<file path="src/rtl/serial_pkg.sv">
// -----------------------------------------------------------------------------
// serial_pkg
// Shared types and constants for the serial datapath: the serializer state
// encoding, the default word width, and the depth of the downstream
// serial-in serial-out register that the serializer drives.
// -----------------------------------------------------------------------------
package serial_pkg;

  // PARITY is only reached when PISO_SERIALIZER_PARITY_EN is defined.
  typedef enum logic [1:0] {
    IDLE   = 2'd0,
    SHIFT  = 2'd1,
    PARITY = 2'd2
  } ser_state_t;

  localparam int SER_DEFAULT_WIDTH = 8;

  // Depth of the shift register fed by sout; used for the parent-level
  // latency budget.
  localparam int SISO_DEPTH = 4;

endpackage

</file>
<file path="src/rtl/piso_serializer.sv">
// -----------------------------------------------------------------------------
// piso_serializer
// Parallel-in serial-out serializer. Accepts WIDTH-bit words over a
// valid/ready handshake and emits them MSB-first, one bit per clock, with
// back-to-back words streaming with no idle gap.
//
// Optional feature macro: PISO_SERIALIZER_PARITY_EN
//   defined   : each frame is WIDTH data bits followed by one even-parity bit
//   undefined : each frame is exactly WIDTH data bits
//
// Ports:
//   clk         in   clock, rising edge
//   rst         in   synchronous active-low reset
//   data_in     in   [WIDTH-1:0] parallel word
//   data_valid  in   upstream word present
//   data_ready  out  block accepts a word this cycle
//   sout        out  serial bit (MSB first)
//   sout_valid  out  sout carries a frame bit
//   busy        out  state is not IDLE
// -----------------------------------------------------------------------------
module piso_serializer
  import serial_pkg::*;
#(
  parameter int WIDTH = SER_DEFAULT_WIDTH
) (
  input  logic             clk,
  input  logic             rst,
  input  logic [WIDTH-1:0] data_in,
  input  logic             data_valid,
  output logic             data_ready,
  output logic             sout,
  output logic             sout_valid,
  output logic             busy
);

  localparam int CNT_W = (WIDTH > 2) ? $clog2(WIDTH) : 1;
  localparam logic [CNT_W-1:0] CNT_MAX = CNT_W'(WIDTH - 1);

  ser_state_t       state_q,  state_d;
  logic [WIDTH-1:0] shreg_q,  shreg_d;
  logic [CNT_W-1:0] bitcnt_q, bitcnt_d;
`ifdef PISO_SERIALIZER_PARITY_EN
  logic             par_q,    par_d;
`endif

  logic accept;

  // Handshake: a word transfers on a rising edge where data_valid and
  // data_ready are both high. data_ready never depends on data_valid, and
  // upstream must hold data_in stable until the transfer; data_in is ignored
  // at all other times. data_ready is low whenever rst is low, so reset
  // always wins over a simultaneous data_valid.
  always_comb begin
    data_ready = 1'b0;
    case (state_q)
      IDLE:   data_ready = 1'b1;
`ifdef PISO_SERIALIZER_PARITY_EN
      PARITY: data_ready = 1'b1;
`else
      // Ready on the last data bit so the next word follows with no gap.
      SHIFT:  data_ready = (bitcnt_q == '0);
`endif
      default: data_ready = 1'b0;
    endcase
    if (!rst) data_ready = 1'b0;
  end

  assign accept = data_valid && data_ready;

  // Serial outputs are decoded from the state register only.
  always_comb begin
    sout       = 1'b0;
    sout_valid = 1'b0;
    case (state_q)
      SHIFT: begin
        sout       = shreg_q[WIDTH-1];
        sout_valid = 1'b1;
      end
`ifdef PISO_SERIALIZER_PARITY_EN
      PARITY: begin
        sout       = par_q;
        sout_valid = 1'b1;
      end
`endif
      default: begin
        sout       = 1'b0;
        sout_valid = 1'b0;
      end
    endcase
  end

  assign busy = sout_valid;

  // Next-state and datapath.
  always_comb begin
    state_d  = state_q;
    shreg_d  = shreg_q;
    bitcnt_d = bitcnt_q;
`ifdef PISO_SERIALIZER_PARITY_EN
    par_d    = par_q;
`endif
    case (state_q)
      SHIFT: begin
        shreg_d = {shreg_q[WIDTH-2:0], 1'b0};
        if (bitcnt_q != '0) begin
          bitcnt_d = bitcnt_q - 1'b1;
        end else begin
`ifdef PISO_SERIALIZER_PARITY_EN
          state_d = PARITY;
`else
          state_d = IDLE;
`endif
        end
      end
`ifdef PISO_SERIALIZER_PARITY_EN
      PARITY: state_d = IDLE;
`endif
      default: state_d = IDLE;
    endcase

    // A load overrides the shift/return-to-idle decision above; accept can
    // only be high in IDLE, on the last data bit, or in PARITY.
    if (accept) begin
      state_d  = SHIFT;
      shreg_d  = data_in;
      bitcnt_d = CNT_MAX;
`ifdef PISO_SERIALIZER_PARITY_EN
      par_d    = ^data_in;
`endif
    end
  end

  always_ff @(posedge clk) begin
    if (!rst) begin
      state_q  <= IDLE;
      shreg_q  <= '0;
      bitcnt_q <= '0;
`ifdef PISO_SERIALIZER_PARITY_EN
      par_q    <= 1'b0;
`endif
    end else begin
      state_q  <= state_d;
      shreg_q  <= shreg_d;
      bitcnt_q <= bitcnt_d;
`ifdef PISO_SERIALIZER_PARITY_EN
      par_q    <= par_d;
`endif
    end
  end

endmodule

</file>
<file path="config.mk">
export PLATFORM = sky130hd
export DESIGN_NAME = piso_serializer
export DESIGN_NICKNAME = d
export VERILOG_FILES = /design/src/rtl/serial_pkg.sv /design/src/rtl/piso_serializer.sv
export SDC_FILE = /design/constraint.sdc
export NUM_CORES = 1
export LEC_CHECK = 0
export BUFFER_PORTS_ARGS = -buffer_cell sky130_fd_sc_hd__buf_2
export CAP_MARGIN = 10
export CORE_AREA = 2 2 39 41
export CTS_CLUSTER_DIAMETER = 200
export DETAILED_ROUTE_END_ITERATION = 6
export DIE_AREA = 0 0 41 43
export GPL_TIMING_DRIVEN = 0
export PLACE_DENSITY = 0.71
export RECOVER_POWER = 50
export SYNTH_ARGS = -nofsm -noshare
export SYNTH_HDL_FRONTEND = slang
export SYNTH_SLANG_ARGS = --single-unit
export TNS_END_PERCENT = 5
</file>
<file path="constraint.sdc">
create_clock -name clk -period 1.5 [get_ports clk]
set_input_delay 0 -clock clk [delete_from_list [all_inputs] [get_ports clk]]
set_output_delay 0 -clock clk [all_outputs]
set_load 0.02 [all_outputs]
</file>
# [Yosys cells after proc, flatten, opt, wreduce, memory -nomap -nowiden]
# Cells that the tools add are included.
[classes] addsub=1 muxes=12 reduce_logical=7 n_eq_ne=1
[ops] operator="8-bit 2-to-1 mux" count=2
[ops] operator="3-bit 2-to-1 mux" count=3
[ops] operator="1-bit 2-to-1 mux" count=6
[ops] operator="2-bit nonzero test" count=2
[ops] operator="3-bit logical NOT" count=1
[ops] operator="3-bit inequality test, second input constant" count=1
[ops] operator="3-bit nonzero test" count=1
[ops] operator="3-bit by 1-bit subtractor with 3-bit output, second input constant" count=1
[ops] operator="2-bit logical NOT" count=1
[ops] operator="1-bit case mux with 2 select lines" count=1
[ops] operator="2-bit AND reduction" count=1
[ops] operator="1-bit logical AND" count=1
[word_totals] output_inout_bits=4 regBits=12 in_bits=11 wordCells=24

# [Depth between registers and ports, before layout]
# Gate-level depths: netlist of run 1.
[logic_depth] word_depth=6 mapped_depth=8 mapped_depth_nobuf=6

# [Worst setup path before layout of run 1]
# Ideal clock, no wire load.
[synth_timing] path_kind="register -> register" start="register bitcnt_q[0]" end="register shreg_q[1]" synth_period_minus_slack_ps=1327 arrival_ps=1257 required_ps=1430 path_slack_ps=173 path_stages_with_launch=9 path_buffers=2 setup_ps=70 path_cell_list="dfxtp_1 > inv_1 > ha_1 > ha_1 > nor2b_4 > buf_6 > buf_6 > o21ai_0 > a21oi_1"
[synth_via] elab_chain_len=5 elab_cells_between_ends=6 classes_between="3 x mux; 3 x reduce/logical"
[synth_rtl] item="from (decl)" line="piso_serializer.sv:41" rtl="logic [CNT_W-1:0] bitcnt_q, bitcnt_d;"
[synth_rtl] item="from (signal assigned)" line="piso_serializer.sv:144" rtl="bitcnt_q <= bitcnt_d;"
[synth_rtl] item="3-bit logical NOT (*)" line="piso_serializer.sv:61" rtl="SHIFT: data_ready = (bitcnt_q == '0);"
[synth_rtl] item="1-bit case mux with 2 select lines (*)" line="piso_serializer.sv:55" rtl="case (state_q)"
[synth_rtl] item="1-bit 2-to-1 mux (*)" line="piso_serializer.sv:65" rtl="if (!rst) data_ready = 1'b0;"
[synth_rtl] item="1-bit logical AND (*)" line="piso_serializer.sv:68" rtl="assign accept = data_valid && data_ready;"
[synth_rtl] item="8-bit 2-to-1 mux / 2-bit nonzero test (equally long branches)"
[synth_rtl] item="to (signal assigned)" line="piso_serializer.sv:143" rtl="shreg_q <= shreg_d;"
[synth_rtl] item="to (decl)" line="piso_serializer.sv:40" rtl="logic [WIDTH-1:0] shreg_q, shreg_d;"
# Mark *: on every way between the ends. The rest lies on a longest branch, timed or not.
# A chain may end at the register's enable or synchronous reset.

# [Worst setup path in the final report of run 1]
[layout_timing] start="register bitcnt_q[1]" end="output data_ready"
[layout_via] elab_chain_len=3
[layout_rtl] item="3-bit logical NOT" line="piso_serializer.sv:61"
[layout_rtl] item="1-bit case mux with 2 select lines" line="piso_serializer.sv:55"
[layout_rtl] item="1-bit 2-to-1 mux" line="piso_serializer.sv:65"
[layout_rtl] item="to (decl)" line="piso_serializer.sv:30" rtl="output logic data_ready,"
# No other way between the ends.

==> reports/metrics.csv, run 1 <==
stage,metric,value,unit
outcome,status,completed,
logic_synthesis,Yosys cell types,18,
logic_synthesis,Post-Syn Area,621,µm²
logic_synthesis,Yosys Warn Count,0,
detailed_routing,Via Count,526,
global_routing,initial antenna violation count,0,
floorplanning,Site Rows,14,
worst_hold_path,Hold Crit Class,in2reg,
floorplanning,Die ar.,1760,µm²
worst_setup_path,kind of critical path,reg2out,
logic_synthesis,syn_area_per_cell,9.40,µm²
pwr,P per Cell Area,1040,nW/µm²
worst_setup_path,Critical Path RT,1.50,ns
sta,Final Skew,0.00712,ns
global_routing,GRT Total Usage,0.165,
detailed_routing,vias per cell,5.01,
clock_network,CTS tree,built,
sta,Min Hold Slack,0.0398,ns
clock_network,H-Tree Depth,1,
global_routing,largest net degree at the start of global routing,11,
clock_network,clk sinks,12,
floorplanning,Die Ht,43,µm
floorplanning,Initial Utilization,0.448,
logic_synthesis,Post-Syn Nets,79,
finish,Area Growth Syn to Fin,28.4,%
worst_setup_path,WP data arrival,1.44,ns
floorplanning,die extent in x,41,µm
finish,fin nets,103,
finish,Multi-input gate area,332,µm²
detailed_routing,top sig layer,met4,
place,GPL Wtd Cong,0.723,
detailed_routing,final antenna-violating net count,0,
sta,post-layout min period,1.44,ns
logic_synthesis,register bit total from synthesis,12,
detailed_routing,# DRC,0,
pwr,Leakage Power,0.352,nW
finish,Fill cells,125,
sta,Fmax,695,MHz
sta,RSZ-0062 raised after global routing,no,
worst_setup_path,startpoint types,register,
finish,"leading cell types in the layout, fill and taps excluded","12 x buf_2, 11 x dfxtp_1, 8 x mux2i_1",
finish,Antenna Cells,0,
sta,fin. max-slew vios,0,
sta,final setup TNS,0,ns
worst_hold_path,Hold Path Cell Cnt,3,
floorplanning,core area,1380,µm²
finish,share of post-route cells with drive strength above 1,0.348,
clock_network,Clock Pin Slew Worst Setup and Hold Paths,0.08,ns
sta,Slew Limit Headroom,0.837,
place,port bufs,14,
detailed_routing,Iter 0 DRT Violations,0,
sta,Finish-stage setup viols,0,
finish,"commonest non-fill, non-tap cell in the layout",buf_2,
place,DP Wirelength,765,µm
global_routing,vias in the first global route,484,
logic_synthesis,register area share after synthesis,0.387,
detailed_routing,met3 WL,46,µm
clock_network,Root Driver,clkbuf_4,
sta,Tcrit/Tclk final,0.959,
sta,worst slew pin tran,0.246,ns
pwr,Worst VDD drop,0.622,mV
detailed_routing,M1 wire length,527,µm
finish,register area,241,µm²
worst_setup_path,CP Capture Type,output pin,
floorplanning,I/O pins,15,
clock_network,maximum clock path buffer count,2,
detailed_routing,1st-pass router iterations,1,
clock_network,Num CTS Buffers,3,
flow_run,max cap viols,0,
sta,Final Hold Fails,0,
worst_setup_path,R2R depth,7,
logic_synthesis,Mapped Cells,66,
detailed_routing,Met2 Wirelength,620,µm
clock_network,Clock Latency Late Sink,0.27,ns
detailed_routing,Total Wirelength,1.21,mm
worst_setup_path,CP max FO,5,
global_routing,grt ovf,0,
global_routing,global-route wire length before repair,1.93,mm
detailed_routing,routed wire length per instance,11.5,µm
[flip-flops by register name, indices dropped and copies added (netlist names)]
name      count
bitcnt_q      3
shreg_q       8
state_q       1
[critical path, stage by stage, from the launching register on]
cell,delay (ns)
dfxtp_1,0.33
inv_1,0.04
ha_2,0.20
ha_4,0.17
nor2b_4,0.11
buf_6,0.12
nor2_1,0.04
buf_4,0.16
[cells by family after synthesis]
group	synth area share
compound gates	0.161
buf+inv	0.103
simple gates	0.179
fa+ha+maj	0.0403
flops	0.387
mux	0.129
[area by class of cell]
class | count | share of cell area
tap | 16 | 0.0251
buffer | 4 | 0.0471
sequential | 12 | 0.303
timing repair buffer | 20 | 0.144
inverter | 4 | 0.0188
clock buffer | 4 | 0.0455
multi-input combinational | 45 | 0.416
[metal layers]
metal | vias up | track usage
met5 | - | 0
met4 | 0 | 0.100
met3 | 2 | 0.0471
met2 | 10 | 0.241
met1 | 240 | 0.205
li1 | 274 | -
[synth_stat cells]
master    count  area share
buf_4         2       0.024
a21oi_1       7       0.056
dfxtp_1      12        0.39
ha_1          2       0.040
o21ai_1       1      0.0081
mux2i_1       8        0.13
nand2b_1      7       0.071
nand2b_4      1       0.022
a211oi_1      3       0.036
inv_1         4       0.024
nor3_1        3       0.024
o31ai_1       1       0.012
and2_2        1       0.012
nor2b_4       1       0.022
nor2_1        3       0.018
buf_6         3       0.054
o21ai_0       6       0.048
nand4_1       1       0.010
[through the flow]
| stage | instances | power, W | utilization | area (µm²) | setup WS, ns |
|---|---|---|---|---|---|
| 2_1_floorplan | 66 | 0.000501 | - | 621 | 0.173 |
| 3_3_place_gp | 96 | 0.000541 | 0.514 | 711 | 0.0772 |
| 3_5_place_dp | 96 | 0.000544 | 0.514 | 711 | 0.0695 |
| 4_1_cts | 103 | 0.000813 | 0.558 | 772 | 0.00145 |
| 5_1_grt | 105 | 0.000866 | 0.576 | 797 | 0.00136 |
| 6_report | 105 | 0.000829 | 0.576 | 797 | 0.0611 |
[power by group]
group / internal [W] / switching, W / total [W]
clock network: 0.000147 / 0.000114 / 0.000262
logic: 0.000103 / 0.0000945 / 0.000198
registers: 0.000351 / 0.0000178 / 0.000369
[what timing repair did]
action                                  in CTS  in global routing
pin swaps                                    0                  2
gates cloned                                 0                  1
resized for setup                            2                  3
hold endpoints to repair                     1                  0
endpoints found under the setup margin       1                  1
setup buffers                                3                  1
hold buffers                                 1                  0
[path summary, 6_finish.rpt]
| check | startpoint | endpoint | slack [ns] |
|---|---|---|---|
| max | bitcnt_q[1] | data_ready | 0.06 |
| min | rst | shreg_q[2] | 0.04 |
| max reg2reg | bitcnt_q[0] | bitcnt_q[2] | 0.11 |
| min reg2reg | bitcnt_q[0] | bitcnt_q[0] | 0.45 |
Power figures use the tool's default switching activity.
==> inputs of run 2 (changes only) <==
--- a/config.mk
+++ b/config.mk
@@ -14,6 +14,7 @@
 export GPL_TIMING_DRIVEN = 0
 export PLACE_DENSITY = 0.71
 export RECOVER_POWER = 50
+export SETUP_SLACK_MARGIN = 0.1
 export SYNTH_ARGS = -nofsm -noshare
 export SYNTH_HDL_FRONTEND = slang
 export SYNTH_SLANG_ARGS = --single-unit
==> reports/metrics.csv, run 2 (synthesis gave the netlist of run 1 again) <==
stage,metric,value,unit,change
clock_network,clk sinks,12,,unchanged
detailed_routing,Iter 0 DRT Violations,4,,was 0
floorplanning,I/O pins,15,,unchanged
global_routing,grt ovf,0,,unchanged
worst_setup_path,Crit-path slowest cell,dfxtp_2,,was dfxtp_1
worst_hold_path,HP Start,rst,,unchanged
detailed_routing,Total Wirelength,1.24,mm,was 1.21 mm
clock_network,maximum clock path buffer count,2,,unchanged
finish,Fill cells,123,,was 125
worst_setup_path,startpoint types,register,,unchanged
detailed_routing,final antenna-violating net count,0,,unchanged
worst_setup_path,Critical Path RT,1.50,ns,about the same
worst_setup_path,Worst path max stage delay,0.34,ns,was 0.33 ns
detailed_routing,vias per cell,5.11,,was 5.01
worst_setup_path,CP Capture Type,output pin,,unchanged
sta,Fmax,701,MHz,was 695 MHz
worst_setup_path,WP depth,8,,was 7
detailed_routing,1st-pass router iterations,4,,was 1
detailed_routing,# DRC,0,,unchanged
floorplanning,Initial Utilization,0.448,,unchanged
detailed_routing,routed wire length per instance,11.9,µm,was 11.5 µm
sta,post-layout min period,1.43,ns,was 1.44 ns
worst_hold_path,Hold Path Cell Cnt,3,,unchanged
finish,Finished Cell Area,815,µm²,was 797 µm²
global_routing,global-route wire length before repair,1.99,mm,was 1.93 mm
global_routing,vias in the first global route,494,,was 484
worst_setup_path,Critical Path Source,bitcnt_q[0],,was bitcnt_q[1]
sta,Slew Limit Headroom,0.837,,unchanged
flow_run,max cap viols,0,,unchanged
sta,Final Skew,0.00566,ns,was 0.00712 ns
pwr,Leakage Power,0.350,nW,was 0.352 nW
clock_network,Num CTS Buffers,3,,unchanged
worst_setup_path,FF-to-FF Start,bitcnt_q[0],,unchanged
finish,max FFs per register,8,,unchanged
sta,worst slew pin tran,0.246,ns,about the same
clock_network,CTS tree,built,,unchanged
worst_setup_path,R2R depth,8,,was 7
finish,"commonest non-fill, non-tap cell in the layout",buf_2,,unchanged
sta,fin. max-slew vios,0,,unchanged
finish,Largest regs,"shreg_q x8, bitcnt_q x3, state_q x1",,unchanged
global_routing,largest net degree at the start of global routing,11,,unchanged
finish,share of post-route cells with drive strength above 1,0.386,,was 0.348
floorplanning,core area,1380,µm²,unchanged
worst_hold_path,Hold Crit Class,in2reg,,unchanged
clock_network,Clock Pin Slew Worst Setup and Hold Paths,0.08,ns,about the same
worst_setup_path,CP Cell Sequence,inv_2 -> ha_4 -> ha_4 -> nor2b_4 -> buf_6 -> buf_6 -> nor2_2 -> buf_6,,was inv_1 -> ha_2 -> ha_4 -> nor2b_4 -> buf_6 -> nor2_1 -> buf_4
pwr,Worst VDD drop,0.621,mV,was 0.622 mV
worst_setup_path,kind of critical path,reg2out,,unchanged
outcome,status,completed,,unchanged
finish,Largest Register,shreg_q,,unchanged
finish,fin nets,102,,was 103
floorplanning,Die Ht,43,µm,unchanged
finish,Area Growth Syn to Fin,31.3,%,was 28.4%
sta,final setup TNS,0,ns,unchanged
finish,Antenna Cells,0,,unchanged
pwr,P per Cell Area,1040,nW/µm²,about the same
sta,Finish-stage setup viols,0,,unchanged
worst_setup_path,WP data arrival,1.43,ns,was 1.44 ns
place,dpl cell area,711,µm²,unchanged
sta,Tcrit/Tclk final,0.950,,was 0.959
clock_network,Root Driver,clkbuf_4,,unchanged
place,DP Wirelength,765,µm,unchanged
place,port bufs,14,,unchanged
finish,"leading cell types in the layout, fill and taps excluded","11 x buf_2, 10 x dfxtp_1, 8 x mux2i_1",,"was 12 x buf_2, 11 x dfxtp_1, 8 x mux2i_1"
floorplanning,Site Rows,14,,unchanged
worst_setup_path,crit path buf inv count,4,,was 3
worst_setup_path,CP max FO,2,,was 5
sta,Final Hold Fails,0,,unchanged
clock_network,H-Tree Depth,1,,unchanged
global_routing,GRT Total Usage,0.168,,was 0.165
global_routing,initial antenna violation count,0,,unchanged
sta,RSZ-0062 raised after global routing,yes,,was no
worst_setup_path,Crit path top cell by count,buf_6,,
floorplanning,Die ar.,1760,µm²,unchanged
detailed_routing,Via Count,531,,was 526
floorplanning,die extent in x,41,µm,unchanged
clock_network,Clock Latency Late Sink,0.28,ns,was 0.27 ns
worst_setup_path,Crit path max-delay family,buffers and inverters,,was adder cells
place,GPL Wtd Cong,0.723,,unchanged
[run 2: metrics by stage]
step / utilization / hold WS (ns) / cells / worst slack (ns) / total power [W]
4_1_cts: 0.590 / 0.0323 / 104 / 0.0800 / 0.000844
6_report: 0.589 / 0.0344 / 104 / 0.0743 / 0.000844
3_5_place_dp: 0.514 / 0.285 / 96 / 0.0695 / 0.000544
5_1_grt: 0.589 / 0.0382 / 104 / 0.0170 / 0.000880
3_3_place_gp: 0.514 / 0.273 / 96 / 0.0772 / 0.000541
2_1_floorplan: - / 0.138 / 66 / 0.173 / 0.000501
[run 2: layer usage]
layer / global-route usage / wire length (µm) / vias up
li1: - / - / 272
met1: 0.212 / 548 / 241
met2: 0.244 / 601 / 14
met3: 0.0471 / 58 / 4
met4: 0.100 / 26 / 0
met5: 0 / 0 / -
[run 2: what timing repair did]
item | CTS | global route
gates resized for setup | 12 | 1
hold endpoints to repair | 1 | 0
setup endpoints to repair | 10 | 11
pin swaps | 2 | 1
buffers inserted | 3 | 0
hold buffers | 1 | 0
[run 2: layout make-up]
| type | count | area [µm²] | area share |
|---|---|---|---|
| Timing Repair Buffer | 18 | 108 | 0.132 |
| Inverter | 4 | 15.0 | 0.0184 |
| Multi-Input combinational cell | 45 | 344 | 0.422 |
| Buffer | 5 | 48.8 | 0.0599 |
| Sequential cell | 12 | 243 | 0.298 |
| Clock buffer | 4 | 36.3 | 0.0445 |
| Tap cell | 16 | 20.0 | 0.0246 |
[run 2: final timing paths]
| kind | endpoint | slack (ns) |
|---|---|---|
| min reg2reg | shreg_q[3] | 0.54 |
| max reg2reg | bitcnt_q[2] | 0.08 |
| max | data_ready | 0.07 |
| min | shreg_q[2] | 0.03 |
[run 2: where the power goes]
part / switching (W) / total (W) / leakage (nW) / internal [W]
clock network: 0.000116 / 0.000264 / 0.0210 / 0.000148
registers: 0.0000183 / 0.000370 / 0.100 / 0.000352
logic: 0.000100 / 0.000210 / 0.229 / 0.000110
total: 0.000234 / 0.000844 / 0.350 / 0.000610
[run 2: worst reg2reg max path, cell delays in order (launching register included)]
cell	delay, ns
dfxtp_2	0.34
inv_2	0.04
ha_4	0.16
ha_4	0.16
nor2b_4	0.10
buf_6	0.10
clkbuf_2	0.15
nor3_1	0.06
a211oi_1	0.22
